### src/rtl/bin_decoder_engine.sv
// Bypass / terminate bin decoder engine for an arithmetic-coded bitstream.
// A start pulse loads two bytes into the value register. Each accepted
// request then decodes up to MAX_BINS bypass bins, one per cycle, pulling
// one new byte every eight bins.
// Optional feature: define TERM_BIN_EN to let req_mode=1 run a single
// terminate-bin step. When TERM_BIN_EN is undefined, req_mode is ignored.
module bin_decoder_engine #(
    parameter int MAX_BINS = 8,
    parameter int CNT_W    = $clog2(MAX_BINS + 1)
) (
    input  logic                clk,
    input  logic                reset_n,
    input  logic                start,
    input  logic                byte_valid,
    input  logic [7:0]          byte_data,
    output logic                byte_ready,
    input  logic                req_valid,
    output logic                req_ready,
    input  logic [CNT_W-1:0]    req_num_bins,
    input  logic                req_mode,
    output logic                out_valid,
    input  logic                out_ready,
    output logic [MAX_BINS-1:0] out_bins,
    output logic [CNT_W-1:0]    out_count,
    output logic                busy
);

    localparam logic [2:0] ST_IDLE  = 3'd0;
    localparam logic [2:0] ST_INIT0 = 3'd1;
    localparam logic [2:0] ST_INIT1 = 3'd2;
    localparam logic [2:0] ST_READY = 3'd3;
    localparam logic [2:0] ST_DEC   = 3'd4;
    localparam logic [2:0] ST_RESP  = 3'd5;

    localparam logic signed [3:0] BITS_INIT = 4'sb1000;
    localparam logic signed [3:0] BITS_LAST = 4'sb1111;
    localparam logic [8:0]        RANGE_INIT = 9'd510;

    logic [2:0]          r_state;
    logic [8:0]          r_range;
    logic [31:0]         r_value;
    logic signed [3:0]   r_bits_needed;
    logic [CNT_W-1:0]    r_remaining;
    logic [CNT_W-1:0]    r_count;
    logic [MAX_BINS-1:0] r_bins;

    logic [31:0]         w_shift_value;
    logic signed [3:0]   w_shift_bits;
    logic                w_shift_byte;
    logic [31:0]         w_byp_thresh;
    logic                w_byp_bin;
    logic [31:0]         w_byp_value;
    logic [31:0]         w_next_value;
    logic [8:0]          w_next_range;
    logic signed [3:0]   w_next_bits;
    logic                w_bin;
    logic                w_need_byte;
    logic                w_stall;
    logic [CNT_W-1:0]    w_req_bins;
    logic                w_req_term;

`ifdef TERM_BIN_EN
    logic                r_term;
    logic [8:0]          w_term_range;
    logic                w_term_bin;

    assign w_req_term   = req_mode;
    assign w_term_range = r_range - 9'd2;
    assign w_term_bin   = (r_value >= {16'b0, w_term_range, 7'b0});
`else
    logic                w_unused_mode;

    assign w_req_term    = 1'b0;
    assign w_unused_mode = req_mode;
`endif

    // Requests asking for more bins than the engine can hold are clamped
    assign w_req_bins = (req_num_bins > CNT_W'(MAX_BINS)) ? CNT_W'(MAX_BINS) : req_num_bins;

    assign req_ready  = (r_state == ST_READY);
    assign out_valid  = (r_state == ST_RESP);
    assign busy       = (r_state != ST_IDLE) && (r_state != ST_READY);
    assign byte_ready = (r_state == ST_INIT0) || (r_state == ST_INIT1) ||
                        ((r_state == ST_DEC) && w_need_byte);
    assign out_bins   = r_bins;
    assign out_count  = r_count;
    assign w_stall    = w_need_byte && !byte_valid;

    // One-bit renormalising shift of value, merging a fresh byte once eight bits are used up
    always_comb begin
        w_shift_byte = (r_bits_needed == BITS_LAST);
        if (w_shift_byte) begin
            w_shift_value = (r_value << 1) + {24'b0, byte_data};
            w_shift_bits  = BITS_INIT;
        end else begin
            w_shift_value = r_value << 1;
            w_shift_bits  = r_bits_needed + 4'sd1;
        end
        w_byp_thresh = {16'b0, r_range, 7'b0};
        w_byp_bin    = (w_shift_value >= w_byp_thresh);
        w_byp_value  = w_byp_bin ? (w_shift_value - w_byp_thresh) : w_shift_value;
    end

    // Choose the next arithmetic state for the current bin step (bypass unless terminate is active)
    always_comb begin
        w_next_value = w_byp_value;
        w_next_range = r_range;
        w_next_bits  = w_shift_bits;
        w_bin        = w_byp_bin;
        w_need_byte  = w_shift_byte;
`ifdef TERM_BIN_EN
        if (r_term) begin
            w_next_value = r_value;
            w_next_range = w_term_range;
            w_next_bits  = r_bits_needed;
            w_bin        = w_term_bin;
            w_need_byte  = 1'b0;
            if (!w_term_bin && !w_term_range[8]) begin
                w_next_value = w_shift_value;
                w_next_range = {w_term_range[7:0], 1'b0};
                w_next_bits  = w_shift_bits;
                w_need_byte  = w_shift_byte;
            end
        end
`endif
    end

`ifdef TERM_BIN_EN
    // Remember whether the accepted request is a terminate step
    always_ff @(posedge clk or negedge reset_n) begin
        if (!reset_n)
            r_term <= 1'b0;
        else if ((r_state == ST_READY) && req_valid)
            r_term <= req_mode;
    end
`endif

    // Main controller: initialisation, request acceptance, bin stepping and response hold
    always_ff @(posedge clk or negedge reset_n) begin
        if (!reset_n) begin
            r_state       <= ST_IDLE;
            r_range       <= 9'd0;
            r_value       <= 32'd0;
            r_bits_needed <= BITS_INIT;
            r_remaining   <= '0;
            r_count       <= '0;
            r_bins        <= '0;
        end else if (start) begin
            r_state <= ST_INIT0;
        end else begin
            case (r_state)
                ST_IDLE: r_state <= ST_IDLE;
                ST_INIT0: begin
                    if (byte_valid) begin
                        r_value       <= {16'b0, byte_data, 8'b0};
                        r_range       <= RANGE_INIT;
                        r_bits_needed <= BITS_INIT;
                        r_state       <= ST_INIT1;
                    end
                end
                ST_INIT1: begin
                    if (byte_valid) begin
                        r_value[7:0]  <= byte_data;
                        r_range       <= RANGE_INIT;
                        r_bits_needed <= BITS_INIT;
                        r_state       <= ST_READY;
                    end
                end
                ST_READY: begin
                    if (req_valid) begin
                        r_bins      <= '0;
                        r_count     <= '0;
                        r_remaining <= w_req_term ? CNT_W'(1) : w_req_bins;
                        r_state     <= (w_req_term || (w_req_bins != '0)) ? ST_DEC : ST_RESP;
                    end
                end
                ST_DEC: begin
                    if (!w_stall) begin
                        r_value       <= w_next_value;
                        r_range       <= w_next_range;
                        r_bits_needed <= w_next_bits;
                        r_bins        <= (r_bins << 1) | MAX_BINS'(w_bin);
                        r_count       <= r_count + CNT_W'(1);
                        r_remaining   <= r_remaining - CNT_W'(1);
                        if (r_remaining == CNT_W'(1))
                            r_state <= ST_RESP;
                    end
                end
                ST_RESP: begin
                    if (out_ready)
                        r_state <= ST_READY;
                end
                default: r_state <= ST_IDLE;
            endcase
        end
    end

endmodule

### config.mk
export PLATFORM = sky130hd
export DESIGN_NAME = bin_decoder_engine
export DESIGN_NICKNAME = d
export VERILOG_FILES = /design/src/rtl/bin_decoder_engine.sv
export SDC_FILE = /design/constraint.sdc
export NUM_CORES = 1
export LEC_CHECK = 0
export BUFFER_PORTS_ARGS = -buffer_cell sky130_fd_sc_hd__buf_2
export CORE_AREA = 2 2 92 116
export DETAILED_ROUTE_END_ITERATION = 6
export DIE_AREA = 0 0 94 118
export PLACE_DENSITY_LB_ADDON = 0.1
export SLEW_MARGIN = 30
export SYNTH_ARGS = -nofsm -noshare
export SYNTH_HDL_FRONTEND = slang
export SYNTH_SLANG_ARGS = --single-unit
### constraint.sdc
create_clock -name clk -period 6.7 [get_ports clk]
set_input_delay 1.34 -clock clk [delete_from_list [all_inputs] [get_ports clk]]
set_output_delay 1.34 -clock clk [all_outputs]
set_load 0.02 [all_outputs]
==> flow_metrics.py, run 1 <==
metrics = {
    "sta": {
        "max_freq_ghz": 0.172,
        "slew_violations": 0,
        "rsz0062_at_grt": "no",
        "setup_violations": 0,
        "fin_crit_ns": 5.82,
        "fin_skew_ns": 0.00546,
        "relSlewSlack": 0.363,
        "final_hold_viol_count": 0,
        "final.setup.tns_ns": 0,
        "min_period_over_period": 0.869,
        "setup_ws_ns": 0.879,
        "worst_pin_slew_ns": 0.948,
    },
    "global_routing": {
        "grt_pass1_wl_um": 19300,
        "grt_pass1_vias": 3882,
        "antenna_found_initial": 0,
        "grt_max_degree": 56,
        "grtUsageTotal": 0.217,
        "gr-total-overflow": 0,
    },
    "clock_tree": {
        "cts_sinks": 55,
        "root_buffer": "clkbuf_16",
        "cts_buffers": 5,
        "clk_pin_slew_ns": 0.08,
        "ctsResizeCount": 0,
        "cts_tree": "done",
        "htreeDepth": 2,
        "holdBufCountCts": 0,
        "clk_latency_ns": 0.31,
        "clk_path_buf_depth": 2,
        "post_cts_buffers": 0,
    },
    "routing": {
        "wire_per_inst_um": 17.0,
        "drc_errors": 0,
        "vias_per_cell": 5.86,
        "drtIter0Drc": 224,
        "first_pass_iters": 5,
        "finalWirelength_um": 11600,
        "drtAntennaViolNets": 0,
        "dr_total_vias": 3987,
    },
    "yosys": {
        "yosys.area.top_type": "dfrtp_1",
        "synthArstFlopShare": 1.00,
        "synthAdderAreaFrac": 0.0633,
        "synth.avg_cell_area_sq_um": 8.28,
        "synth_compound_area_frac": 0.201,
        "yosysMostFrequentCell": "nand2_1",
        "muxShareOfSynthArea": 0.0188,
        "synthSimpleGateAreaFrac": 0.277,
        "synth_top_family_by_area": "simple AND/OR/NAND/NOR gates",
        "synth-seq-cells": 55,
        "synth_edf_count": 0,
        "synth_xor_area_frac": 0.0855,
        "syn_inst": 530,
        "synth_common_cells": "nand2_1 (77), dfrtp_1 (54), nor2_1 (40), o21ai_0 (32)",
        "yosysUniqueCellTypes": 75,
        "yosys_warnings": 0,
        "yosysSeqAreaShare": 0.314,
        "synthesis.nets": 570,
        "synthTopCellsByArea": "dfrtp_1 (31%), nand2_1 (6.6%), ha_1 (5.4%)",
        "ys.flop_type": "dfrtp_1",
        "syn_area_sq_um": 4390,
        "synth_top_area_share": 0.308,
    },
    "critical_path": {
        "crit_fanout": 19,
        "r2r-end": "r_value[19]",
        "crit_start": "byte_data[1]",
        "r2r-start": "r_value[0]",
        "critPathArrivalTime_ns": 6.03,
        "cp-start-kind": "primary input",
        "crit_required_ns": 6.90,
        "end_kind": "flip-flop",
        "critPathKind": "in -> reg",
        "worstSetupEndpoint": "r_value[19]",
        "worst-r2r-setup-slack_ns": 1.59,
        "worstRegToRegCells": 21,
    },
    "finish": {
        "final_nets": 590,
        "syn_to_final_growth_pct": 9.29,
        "diodes": 0,
        "finalInstanceArea_sq_um": 4800,
        "stdcell_count": 680,
        "drive_gt1_frac": 0.134,
    },
    "place": {
        "portBuffers": 33,
        "dp.cells": 672,
        "dpl.hpwl_um": 8440,
        "dpl_worst_slack_ns": 0.513,
        "gp_congestion": 0.876,
        "dpl_cell_area_sq_um": 4640,
    },
    "pwr": {
        "power_mw": 1.40,
        "p_leak_nw": 2.11,
        "vdd_drop_max_v": 0.000232,
        "power-per-cell-area_nw_per_um2": 292,
    },
    "die": {
        "die_w_um": 94,
        "start_util": 0.439,
        "core_area_sq_um": 10000,
        "rows": 41,
        "die-area_sq_um": 11100,
        "die_h_um": 118,
        "pin_count": 35,
    },
    "outcome": {
        "status": "finished clean",
    },
    "job": {
        "cap_violations": 0,
    },
    "worst_hold_path": {
        "hold_path.class": "reg -> reg",
    },
}
## state kept, by name, summed over array words and instances (netlist names)
signal         cells
out_bins           8
out_count          4
r_bits_needed      4
r_range            1
r_remaining        4
r_state            3
r_value           31
## cell usage in the layout, fill, tap and decap left out, types with 6 or more instances in the layout
cell and n:
nand2_1 77, dfrtp_1 54, nor2_1 40, buf_2 33, o21ai_0 32, nand3_1 23, xnor2_1 23, a21oi_1 22
ha_1 19, xor2_1 18, inv_1 14, and3_1 14, nand4_1 14, nor3_1 11, o21ai_1 8, a211oi_1 7
nand2b_1 7, buf_4 7, mux2i_1 6
## worst min path at each step
stage,cells after the start,to,start
2_1_floorplan,2,r_value[30],r_value[30]
3_3_place_gp,2,out_bins[2],out_bins[1]
3_5_place_dp,2,out_bins[6],out_bins[5]
4_1_cts,2,out_bins[7],out_bins[6]
5_1_grt,2,out_bins[7],out_bins[6]
6_report,2,out_bins[7],out_bins[6]
## stage by stage
step / hold slack, ns / utilization
final: 0.503 / 0.480
after global routing: 0.524 / 0.480
after CTS: 0.503 / 0.480
after detailed placement: 0.479 / 0.464
after global placement: 0.468 / 0.464
after floorplan: 0.476 / -
## cells by family (layout without fill, tap and decap cells)
family | after synthesis | in the layout
simple gates | 234 | 234
compound gates | 129 | 129
flops | 55 | 55
xor+xnor | 42 | 42
buf+inv | 41 | 62
fa+ha+maj | 21 | 21
mux | 8 | 8
## worst max-delay path, cell delays in order
cell       delay (ns)
buf_2            0.10
ha_1             0.17
inv_1            0.06
fa_1             0.39
nand2b_1         0.19
a211oi_2         0.22
nand2b_1         0.13
a21oi_1          0.06
nor2_1           0.21
nand2_1          0.10
xor2_1           0.27
inv_1            0.08
ha_1             0.29
nand4_1          0.09
nor2_1           0.16
o2111ai_1        0.15
a2111oi_0        0.39
nand3_1          0.20
and4_1           0.33
and3_4           0.30
or4_1            0.52
a32o_1           0.26
## where the power goes
| part | internal (mW) | leakage [nW] | switching (mW) |
|---|---|---|---|
| sequential | 0.393 | 0.735 | 0.0867 |
| clock | 0.143 | 0.0723 | 0.141 |
| combinational | 0.257 | 1.31 | 0.381 |
| total | 0.794 | 2.11 | 0.608 |
## area by class of cell
cell class	count	area (sq um)
multi-input combinational	434	2840
sequential	55	1380
clock inverter	3	27.5
inverter	14	52.6
fill	1000	5200
clock buffer	5	125
tap	129	161
timing repair buffer	40	218
## per-layer routing
layer / global-route usage / vias up / wire length [um]
met5: 0 / - / 0
met4: 0.0625 / 0 / 223
met3: 0.0327 / 17 / 483
met2: 0.364 / 93 / 5610
met1: 0.287 / 1903 / 5270
li1: - / 1974 / -
No activity file was read; power rests on OpenSTA's default activity.
==> run 2: changes to the inputs <==
Settings changed: RECOVER_POWER set to 25.
==> run 2 against run 1 <==
The run now ends with max-capacitance violations, max-slew violations left. Die area is the same. Register-to-register slack barely moved. Clock-buffer cell count is the same. Combinational power barely moved. Global-route usage unchanged. Flip-flop and latch count stayed put. Wire length unchanged. Sequential share of layout area about the same. Setup slack hardly changed. Total power barely moved. Largest power group unchanged. Highest routed layer unchanged.
==> flow_metrics.py, run 2 (same netlist as run 1, synthesis figures left out) <==
metrics = {
    "clock_tree": {
        "cts_tree": "done",
        "clk_latency_ns": 0.31,
        "htreeDepth": 2,
        "holdBufCountCts": 0,
        "cts_sinks": 55,
        "cts_buffers": 5,
        "ctsResizeCount": 0,
        "root_buffer": "clkbuf_16",
        "clk_path_buf_depth": 2,
        "post_cts_buffers": 0,
        "clk_pin_slew_ns": 0.08,
    },
    "sta": {
        "max_freq_ghz": 0.172,
        "worst_pin_slew_ns": 3.18,
        "rsz0062_at_grt": "no",
        "fin_crit_ns": 5.82,
        "fin_hold_ws_ns": 0.503,
        "relSlewSlack": -1.12,
        "min_period_over_period": 0.869,
        "setup_ws_ns": 0.879,
        "final.setup.tns_ns": 0,
        "final_hold_viol_count": 0,
        "setup_violations": 0,
        "slew_violations": 56,
        "fin_skew_ns": 0.00546,
    },
    "critical_path": {
        "crit_fanout": 19,
        "worstPathBufferInverterCount": 3,
        "critPathArrivalTime_ns": 6.03,
        "max_stage_delay_ns": 0.52,
        "critPathTopFamily": "simple AND/OR/NAND/NOR gates",
        "crit_chain": "buf_2 > ha_1 > inv_1 > fa_1 > nand2b_1 > a211oi_2 > nand2b_1 > a21oi_1 > nor2_1 > nand2_1 > xor2_1 > inv_1 > ha_1 > nand4_1 > nor2_1 > o2111ai_1 > a2111oi_0 > nand3_1 > and4_1 > and3_4 > or4_1 > a32o_1",
        "crit_required_ns": 6.90,
        "cp-start-kind": "primary input",
        "critPathKind": "in -> reg",
        "end_kind": "flip-flop",
        "cp_slowest_cell": "or4_1",
    },
    "worst_hold_path": {
        "hold_path.class": "reg -> reg",
    },
    "routing": {
        "drtAntennaViolNets": 0,
        "drtIter0Drc": 216,
        "first_pass_iters": 5,
        "finalWirelength_um": 11600,
        "vias_per_cell": 5.86,
        "dr_total_vias": 3987,
        "drc_errors": 0,
        "wire_per_inst_um": 17.0,
    },
    "pwr": {
        "switching_power_uw": 608,
        "power-per-cell-area_nw_per_um2": 292,
        "combPwrFrac": 0.455,
        "switching_share": 0.434,
        "intPower_uw": 793,
        "clkPwrFrac": 0.203,
        "vdd_drop_max_v": 0.000232,
        "p_leak_nw": 2.11,
        "p_seq_frac": 0.342,
        "power_mw": 1.40,
    },
    "finish": {
        "syn_to_final_growth_pct": 9.18,
        "fillers": 1000,
        "final_common_cell": "nand2_1",
        "diodes": 0,
        "largest_reg_flops": 31,
        "layout_common_cells": "nand2_1 (77), dfrtp_1 (54), nor2_1 (40), o21ai_0 (32), buf_2 (32)",
        "regMostFlops": "r_value",
        "final_nets": 590,
        "drive_gt1_frac": 0.131,
    },
    "die": {
        "die_h_um": 118,
        "die_w_um": 94,
        "die-area_sq_um": 11100,
        "core_area_sq_um": 10000,
        "start_util": 0.439,
        "rows": 41,
        "pin_count": 35,
    },
    "global_routing": {
        "grt_pass1_vias": 3882,
        "antenna_found_initial": 0,
        "grtUsageTotal": 0.217,
        "gr-total-overflow": 0,
        "grt_max_degree": 56,
        "grt_pass1_wl_um": 19300,
    },
    "place": {
        "dpl_worst_slack_ns": 0.513,
        "dpl.hpwl_um": 8440,
        "gp_congestion": 0.876,
        "portBuffers": 33,
    },
    "outcome": {
        "status": "finished with violations",
        "violations": "max-capacitance violations, max-slew violations",
    },
    "job": {
        "cap_violations": 1,
    },
}
run 2: metrics by stage:
| stage | utilization | std cells | instance area (sq um) |
|---|---|---|---|
| after floorplan | - | 530 | 4390 |
| after global placement | 0.464 | 672 | 4640 |
| after detailed placement | 0.464 | 672 | 4640 |
| after CTS | 0.480 | 680 | 4800 |
| after global routing | 0.479 | 680 | 4790 |
| final | 0.479 | 680 | 4790 |
run 2: power groups by stage:
stage / logic [mW] / registers, mW / clock network (mW)
global route: 0.712 / 0.492 / 0.306
global placement: 0.622 / 0.484 / 0
finish: 0.637 / 0.480 / 0.284
CTS: 0.638 / 0.479 / 0.291
floorplan: 0.520 / 0.451 / 0
detailed placement: 0.636 / 0.485 / 0
run 2: path summary, 6_finish.rpt:
kind                               from     endpoint  slack, ns  depth (start not counted)
setup reg to reg             r_value[0]  r_value[19]       1.59                         21
setup / recovery           byte_data[1]  r_value[19]       0.88                         22
hold / removal              out_bins[6]  out_bins[7]       0.50                          2
max in group asynchronous       reset_n  r_value[27]       2.73                          2
hold reg to reg             out_bins[6]  out_bins[7]       0.50                          2
min in group asynchronous       reset_n  r_value[12]       2.18                          2
run 2: cell type report:
type,count,area (sq um),area share
clock buffers,5,125,0.0261
clock inverters,3,27.5,0.00574
inverters,14,52.6,0.0110
multi-input cells,434,2840,0.592
flip-flops and latches,55,1380,0.287
well taps,129,161,0.0337
repair buffers,40,213,0.0444
run 2: worst reg2reg max path, stage by stage (launching register included):
cell       delay [ns]
dfrtp_1          0.40
ha_1             0.20
inv_1            0.06
fa_1             0.39
nand2b_1         0.19
a211oi_2         0.22
nand2b_1         0.13
a21oi_1          0.06
nor2_1           0.21
nand2_1          0.10
xor2_1           0.27
inv_1            0.08
ha_1             0.29
nand4_1          0.09
nor2_1           0.16
o2111ai_1        0.15
a2111oi_0        0.39
nand3_1          0.20
and4_1           0.33
and3_4           0.30
or4_1            0.52
a32o_1           0.26
run 2: per-layer routing:
| layer | track usage | share of wire |
|---|---|---|
| met5 | 0 | 0 |
| met4 | 0.0625 | 0.019 |
| met1 | 0.287 | 0.45 |
| met3 | 0.0327 | 0.042 |
| met2 | 0.364 | 0.48 |
